$ cat src/rtl/dmem_arbiter.sv
// dmem_arbiter
//   Two-port arbiter and sequencer in front of a single-port data memory.
//   Port 0 is the core load/store unit and port 1 is the debug/DMA master.
//   One request is accepted at a time. Each request walks through
//   IDLE -> ACCESS -> RESP. The memory is driven for the ACCESS cycle only.
//   The response is registered and carries an error flag. The flag covers
//   an illegal funct3, a misaligned half/word access, or an address that
//   falls outside the memory.
//
// Ports
//   clk, rst                 clock, asynchronous active-high reset
//   mN_req_valid/ready       request handshake (N = 0, 1)
//   mN_req_we/funct3/addr/wdata
//                            request fields: store flag, RV32 size code,
//                            byte address and store data
//   mN_rsp_valid/ready       response handshake
//   mN_rsp_rdata/err         load data and error flag; both are 0 when the
//                            response is not valid
//   mem_wr_en/funct3/addr/wr_data
//                            memory command; meaningful during ACCESS only
//   mem_rd_data              combinational read data from the memory,
//                            already extended per funct3
//   busy                     sequencer is not in IDLE
module dmem_arbiter #(
  parameter int ADDR_WIDTH = 32,
  parameter int DATA_WIDTH = 32,
  parameter int MEM_BYTES  = 256,
  parameter int FIXED_PRIO = 0,
  parameter int MAX_WAIT   = 8
) (
  input  logic                  clk,
  input  logic                  rst,
  input  logic                  m0_req_valid,
  output logic                  m0_req_ready,
  input  logic                  m0_req_we,
  input  logic [2:0]            m0_req_funct3,
  input  logic [ADDR_WIDTH-1:0] m0_req_addr,
  input  logic [DATA_WIDTH-1:0] m0_req_wdata,
  output logic                  m0_rsp_valid,
  input  logic                  m0_rsp_ready,
  output logic [DATA_WIDTH-1:0] m0_rsp_rdata,
  output logic                  m0_rsp_err,
  input  logic                  m1_req_valid,
  output logic                  m1_req_ready,
  input  logic                  m1_req_we,
  input  logic [2:0]            m1_req_funct3,
  input  logic [ADDR_WIDTH-1:0] m1_req_addr,
  input  logic [DATA_WIDTH-1:0] m1_req_wdata,
  output logic                  m1_rsp_valid,
  input  logic                  m1_rsp_ready,
  output logic [DATA_WIDTH-1:0] m1_rsp_rdata,
  output logic                  m1_rsp_err,
  output logic                  mem_wr_en,
  output logic [2:0]            mem_funct3,
  output logic [ADDR_WIDTH-1:0] mem_addr,
  output logic [DATA_WIDTH-1:0] mem_wr_data,
  input  logic [DATA_WIDTH-1:0] mem_rd_data,
  output logic                  busy
);

  localparam int WAIT_W = (MAX_WAIT > 0) ? $clog2(MAX_WAIT + 1) : 1;
  localparam logic [WAIT_W-1:0]   WAIT_LIMIT = WAIT_W'(MAX_WAIT);
  // One extra bit so that a span equal to 2**ADDR_WIDTH still fits.
  localparam logic [ADDR_WIDTH:0] MEM_LIMIT  = (ADDR_WIDTH + 1)'(MEM_BYTES);

  typedef enum logic [1:0] {
    IDLE   = 2'd0,
    ACCESS = 2'd1,
    RESP   = 2'd2
  } state_t;

  state_t state, state_next;

  logic                  last_grant;
  logic [WAIT_W-1:0]     wait_cnt;
  logic                  grant_valid;
  logic                  grant_port;

  logic                  lat_we;
  logic [2:0]            lat_funct3;
  logic [ADDR_WIDTH-1:0] lat_addr;
  logic [DATA_WIDTH-1:0] lat_wdata;
  logic                  lat_port;

  logic [DATA_WIDTH-1:0] rsp_rdata_q;
  logic                  rsp_err_q;

  logic                  funct3_ok;
  logic                  misaligned;
  logic                  out_of_range;
  logic                  access_err;

  // Both ports are gathered into small arrays so that the selection and
  // routing logic is written once.
  logic [1:0]            req_valid;
  logic [1:0]            req_we;
  logic [2:0]            req_funct3 [2];
  logic [ADDR_WIDTH-1:0] req_addr   [2];
  logic [DATA_WIDTH-1:0] req_wdata  [2];
  logic [1:0]            req_ready;
  logic [1:0]            rsp_ready;
  logic [1:0]            rsp_valid;
  logic [DATA_WIDTH-1:0] rsp_rdata  [2];
  logic [1:0]            rsp_err;

  assign req_valid     = {m1_req_valid, m0_req_valid};
  assign req_we        = {m1_req_we, m0_req_we};
  assign rsp_ready     = {m1_rsp_ready, m0_rsp_ready};
  assign req_funct3[0] = m0_req_funct3;
  assign req_funct3[1] = m1_req_funct3;
  assign req_addr[0]   = m0_req_addr;
  assign req_addr[1]   = m1_req_addr;
  assign req_wdata[0]  = m0_req_wdata;
  assign req_wdata[1]  = m1_req_wdata;

  // Arbitration. A decision is only made in IDLE, so ready can never rise
  // while a request is still in flight.
  always_comb begin
    grant_valid = 1'b0;
    grant_port  = 1'b0;
    if (state == IDLE) begin
      grant_valid = m0_req_valid | m1_req_valid;
      if (m0_req_valid && m1_req_valid) begin
        if (FIXED_PRIO != 0) begin
          // Port 0 wins ties unless port 1 has been refused too often.
          grant_port = (wait_cnt == WAIT_LIMIT);
        end else begin
          grant_port = ~last_grant;
        end
      end else begin
        grant_port = m1_req_valid;
      end
    end
  end

  // Next-state logic
  always_comb begin
    state_next = state;
    case (state)
      IDLE:    if (grant_valid) state_next = ACCESS;
      ACCESS:  state_next = RESP;
      RESP:    if (rsp_ready[lat_port]) state_next = IDLE;
      default: state_next = IDLE;
    endcase
  end

  always_ff @(posedge clk or posedge rst) begin
    if (rst) begin
      state <= IDLE;
    end else begin
      state <= state_next;
    end
  end

  // Grant bookkeeping and request latch. last_grant resets to 1 so that
  // port 0 wins the first tie.
  always_ff @(posedge clk or posedge rst) begin
    if (rst) begin
      last_grant <= 1'b1;
      lat_we     <= 1'b0;
      lat_funct3 <= '0;
      lat_addr   <= '0;
      lat_wdata  <= '0;
      lat_port   <= 1'b0;
    end else if (grant_valid) begin
      last_grant <= grant_port;
      lat_we     <= req_we[grant_port];
      lat_funct3 <= req_funct3[grant_port];
      lat_addr   <= req_addr[grant_port];
      lat_wdata  <= req_wdata[grant_port];
      lat_port   <= grant_port;
    end
  end

  // Anti-starvation counter. It only moves in fixed-priority mode and only
  // during IDLE cycles. At WAIT_LIMIT, port 1 wins the next tie, which
  // clears the counter, so the counter never goes past the limit.
  always_ff @(posedge clk or posedge rst) begin
    if (rst) begin
      wait_cnt <= '0;
    end else if ((FIXED_PRIO != 0) && (state == IDLE)) begin
      if (grant_valid && grant_port) begin
        wait_cnt <= '0;
      end else if (m1_req_valid && (wait_cnt != WAIT_LIMIT)) begin
        wait_cnt <= wait_cnt + 1'b1;
      end
    end
  end

  // Access checks, evaluated on the latched request.
  always_comb begin
    if (lat_we) begin
      funct3_ok = (lat_funct3 == 3'b000) || (lat_funct3 == 3'b001) ||
                  (lat_funct3 == 3'b010);
    end else begin
      funct3_ok = (lat_funct3 == 3'b000) || (lat_funct3 == 3'b001) ||
                  (lat_funct3 == 3'b010) || (lat_funct3 == 3'b100) ||
                  (lat_funct3 == 3'b101);
    end
    misaligned   = ((lat_funct3[1:0] == 2'b01) && lat_addr[0]) ||
                   ((lat_funct3[1:0] == 2'b10) && (lat_addr[1:0] != 2'b00));
    out_of_range = ({1'b0, lat_addr} >= MEM_LIMIT);
    access_err   = ~funct3_ok | misaligned | out_of_range;
  end

  // Response capture at the end of ACCESS. Stores and faulting accesses
  // return zero data.
  always_ff @(posedge clk or posedge rst) begin
    if (rst) begin
      rsp_rdata_q <= '0;
      rsp_err_q   <= 1'b0;
    end else if (state == ACCESS) begin
      rsp_rdata_q <= (!lat_we && !access_err) ? mem_rd_data : '0;
      rsp_err_q   <= access_err;
    end
  end

  // Response routing. Only the granted port sees a response. Its data and
  // error are masked to zero whenever its response is not valid.
  for (genvar gi = 0; gi < 2; gi++) begin : g_port
    assign req_ready[gi] = grant_valid && (grant_port == 1'(gi));
    assign rsp_valid[gi] = (state == RESP) && (lat_port == 1'(gi));
    assign rsp_rdata[gi] = rsp_valid[gi] ? rsp_rdata_q : '0;
    assign rsp_err[gi]   = rsp_valid[gi] & rsp_err_q;
  end

  assign m0_req_ready = req_ready[0];
  assign m1_req_ready = req_ready[1];
  assign m0_rsp_valid = rsp_valid[0];
  assign m1_rsp_valid = rsp_valid[1];
  assign m0_rsp_rdata = rsp_rdata[0];
  assign m1_rsp_rdata = rsp_rdata[1];
  assign m0_rsp_err   = rsp_err[0];
  assign m1_rsp_err   = rsp_err[1];

  // The memory command comes straight from the latch. The latch only loads
  // on the edge that enters ACCESS, so the command holds its last value at
  // other times. The write enable is decoded from the state register, so an
  // asynchronous reset during ACCESS removes it immediately.
  assign mem_wr_en   = (state == ACCESS) && lat_we && !access_err;
  assign mem_funct3  = lat_funct3;
  assign mem_addr    = lat_addr;
  assign mem_wr_data = lat_wdata;
  assign busy        = (state != IDLE);

endmodule

$ cat config.mk
export PLATFORM = sky130hd
export DESIGN_NAME = dmem_arbiter
export DESIGN_NICKNAME = d
export VERILOG_FILES = /design/src/rtl/dmem_arbiter.sv
export SDC_FILE = /design/constraint.sdc
export NUM_CORES = 1
export LEC_CHECK = 0
export ABC_AREA = 1
export ABC_CLOCK_PERIOD_IN_PS = 3500
export CAP_MARGIN = 30
export CELL_PAD_IN_SITES_DETAIL_PLACEMENT = 0
export CELL_PAD_IN_SITES_GLOBAL_PLACEMENT = 2
export CORE_MARGIN = 3
export CORE_UTILIZATION = 31
export DETAILED_ROUTE_END_ITERATION = 16
export DONT_BUFFER_PORTS = 1
export PLACE_DENSITY_LB_ADDON = 0.3
export SYNTH_ARGS = -nofsm -noshare
export SYNTH_HDL_FRONTEND = slang
export SYNTH_SLANG_ARGS = --single-unit
$ cat constraint.sdc
create_clock -name clk -period 3.5 [get_ports clk]
set_input_delay 0.35 -clock clk [delete_from_list [all_inputs] [get_ports clk]]
set_output_delay 0.35 -clock clk [all_outputs]
set_load 0.01 [all_outputs]
==> run_results.csv <==
group,metric,value,unit
yosys,yosysMostFrequentCell,"nand2_1",
power_and_ir_drop,peakVddDrop,0.332,mV
clocking,post-cts-setup-buffers,0,
global_route,gr-total-overflow,0,
yosys,synth_area,5270,um2
routing,wl_per_cell,17.3,um
floorplanning,die_y,136,um
sta,final.min_clock_period,2.50,ns
routing,dr.pass1.iters,5,
global_route,grt_usage,17.4,%
sta,grt_setup_unrepaired,"false",
final_layout,area_growth,8.76,%
routing,drc_errors,0,
critical_path,critPathCaptureType,"output port",
yosys,synth.top_cell.area_share,49.4,%
hold_path,hold_path.class,"primary input to async pin",
clocking,cts_hold_buf,0,
sta,hold_viol_final,0,
yosys,yosysTopAreaCell,"dfrtp_1",
yosys,ys.flop_type,"dfrtp_1",
placed_design,gp_congestion,0.740,
routing,drtIter0Drc,186,
yosys,seq_area_frac_synth,49.9,%
power_and_ir_drop,p_per_area,859,nW/um2
clocking,cts_sinks,105,
yosys,ys_top_cells_by_count,"289 x nand2_1, 127 x nor2_1, 104 x dfrtp_1",
yosys,synth_edf_count,0,
clocking,cts_inserted_buffers,9,
clocking,clock_latency,0.35,ns
routing,routed_wirelength,16.6,mm
yosys,synthesis.nets,925,
yosys,yosys.area_share.xor_xnor,0,%
outcome,outcome,"finished clean",
routing,vias,4600,
yosys,synth_cell_type_count,20,
routing,antenna_left,0,
global_route,grt_pass1_vias,4467,
critical_path,critPathMaxFanout,47,
critical_path,critPathKind,"register to output port",
critical_path,cp.arrival,2.15,ns
clocking,cts_tree,"done",
routing,viasPerCell,4.81,
sta,worstMarginPinSlew,0.869,ns
placed_design,numPortBuffers,0,
yosys,synth_adder_area_share,0,%
yosys,yosys-mux-area-fraction,0,%
floorplanning,num_io_pins,313,
placed_design,place_ws,1.35,ns
sta,slew_headroom,42.0,%
yosys,async_flop_share,100,%
yosys,ys_seq_elements,105,
clocking,clk_pin_slew,0.07,ns
global_route,grt_first_pass_wirelength,24.8,mm
yosys,synth_compound_area_share,1.24,%
global_route,grt_max_degree,71,
floorplanning,start_util,31.8,%
floorplanning,dieArea,18600,um2
placed_design,dp_hpwl,12.2,mm
clocking,cts_max_path_buffers,2,
final_layout,fillers,1794,
sta,fin_skew,0.00635,ns
clocking,cts-htree-levels,3,
yosys,synthTopCellsByArea,"dfrtp_1 49%, nand2_1 21%, nand3_1 9.2%",
clocking,cts_resized,0,
power_and_ir_drop,leakage,0.00279,uW
yosys,syn_area_per_cell,7.01,um2
sta,finalSetupTns,0,ns
sta,clock.fmax,400,MHz
final_layout,drive_above_1_share,4.48,%
floorplanning,core,16600,um2
yosys,yosys.area_share.simple,39.4,%
sta,setup_viol_count_final,0,
critical_path,crit_path_start_kind,"register",
yosys,syn_inst,751,
job,maxCapViolations,0,
critical_path,worstPathRequired,3.15,ns
sta,slew_violations,0,
final_layout,num_antenna_cells,0,
clocking,cts-root-buf,"clkbuf_16",
yosys,synth_top_family_by_area,"simple AND/OR/NAND/NOR gates",
sta,finalCritPeriodShare,71.5,%
final_layout,final_nets,906,
floorplanning,die_w,136,um
floorplanning,rows,47,
sta,fin_ws,0.997,ns
global_route,antenna_found_initial,0,
yosys,yosysWarnings,0,
power breakdown:
group,switching [uW],internal [uW]
sequential,624,1660
combinational,1120,494
clock,464,558
state kept, by name, indices dropped and copies added (netlist names):
register	flops
mem_addr	32
mem_wr_data	32
rsp_rdata_q	32
mem_funct3	3
state	2
last_grant	1
lat_port	1
lat_we	1
rsp_err_q	1
logic make-up after synthesis:
| kind of cell | count (synthesis) |
|---|---|
| buffers and inverters | 119 |
| flip-flops | 105 |
| AND/OR/NAND/NOR | 517 |
| AO/OA/AOI/OAI | 10 |
layout by cell type (no fill, tap or decap), types with 2 or more instances in the layout:
cell type,Yosys,layout
nor2_1,127,127
o211ai_1,5,5
o21ai_0,3,3
dfrtp_1,104,104
nand3_1,97,97
clkinvlp_4,0,2
inv_1,76,75
inv_2,3,3
nand2_1,289,289
buf_4,4,9
nor2_4,1,2
clkbuf_16,0,9
worst max-delay path, stage by stage (launching register included):
cell and delay (ns):
dfrtp_1 0.39, nor2_1 0.25, o21ai_4 0.11, nor2_4 0.49
buf_4 0.54
stage by stage:
step	hold WS (ns)	power (uW)	util, %	area, um2	std cells
2_1_floorplan	0.447	3450	-	5270	751
3_3_place_gp	0.445	3930	32.8	5430	941
3_5_place_dp	0.466	3990	32.8	5430	941
4_1_cts	0.0835	5040	34.5	5730	957
5_1_grt	0.104	5350	34.5	5730	957
6_report	0.0436	4920	34.5	5730	957
metal layers:
metal / vias up / wire length [um] / global-route usage [%]
met3: 21 / 1490 / 6.18
met1: 2128 / 6500 / 20.4
met2: 224 / 8320 / 29.9
met4: 0 / 291 / 5.32
li1: 2227 / - / -
met5: - / 0 / 0
final timing paths:
| check | from | endpoint | slack [ns] | cells past startpoint |
|---|---|---|---|---|
| worst max-delay path | state[1] | m0_req_ready | 1.0 | 4 |
| worst min-delay path | rst | mem_addr[20] | 0.04 | 1 |
| worst max register to register | state[1] | mem_wr_data[18] | 1.42 | 6 |
| worst min register to register | last_grant | last_grant | 0.47 | 2 |
| max in group asynchronous | rst | mem_addr[8] | 2.61 | 2 |
| min in group clk | m0_req_addr[18] | mem_addr[18] | 0.12 | 2 |
layout make-up:
class / count / area (um2) / area share [%]
clock buffers: 10 / 229 / 4.00
clock inverters: 6 / 67.6 / 1.18
inverters: 80 / 303 / 5.28
multi-input cells: 527 / 2160 / 37.7
flip-flops and latches: 105 / 2630 / 45.9
well taps: 220 / 275 / 4.80
repair buffers: 9 / 67.6 / 1.18
No activity file was read; power rests on OpenSTA's default activity.
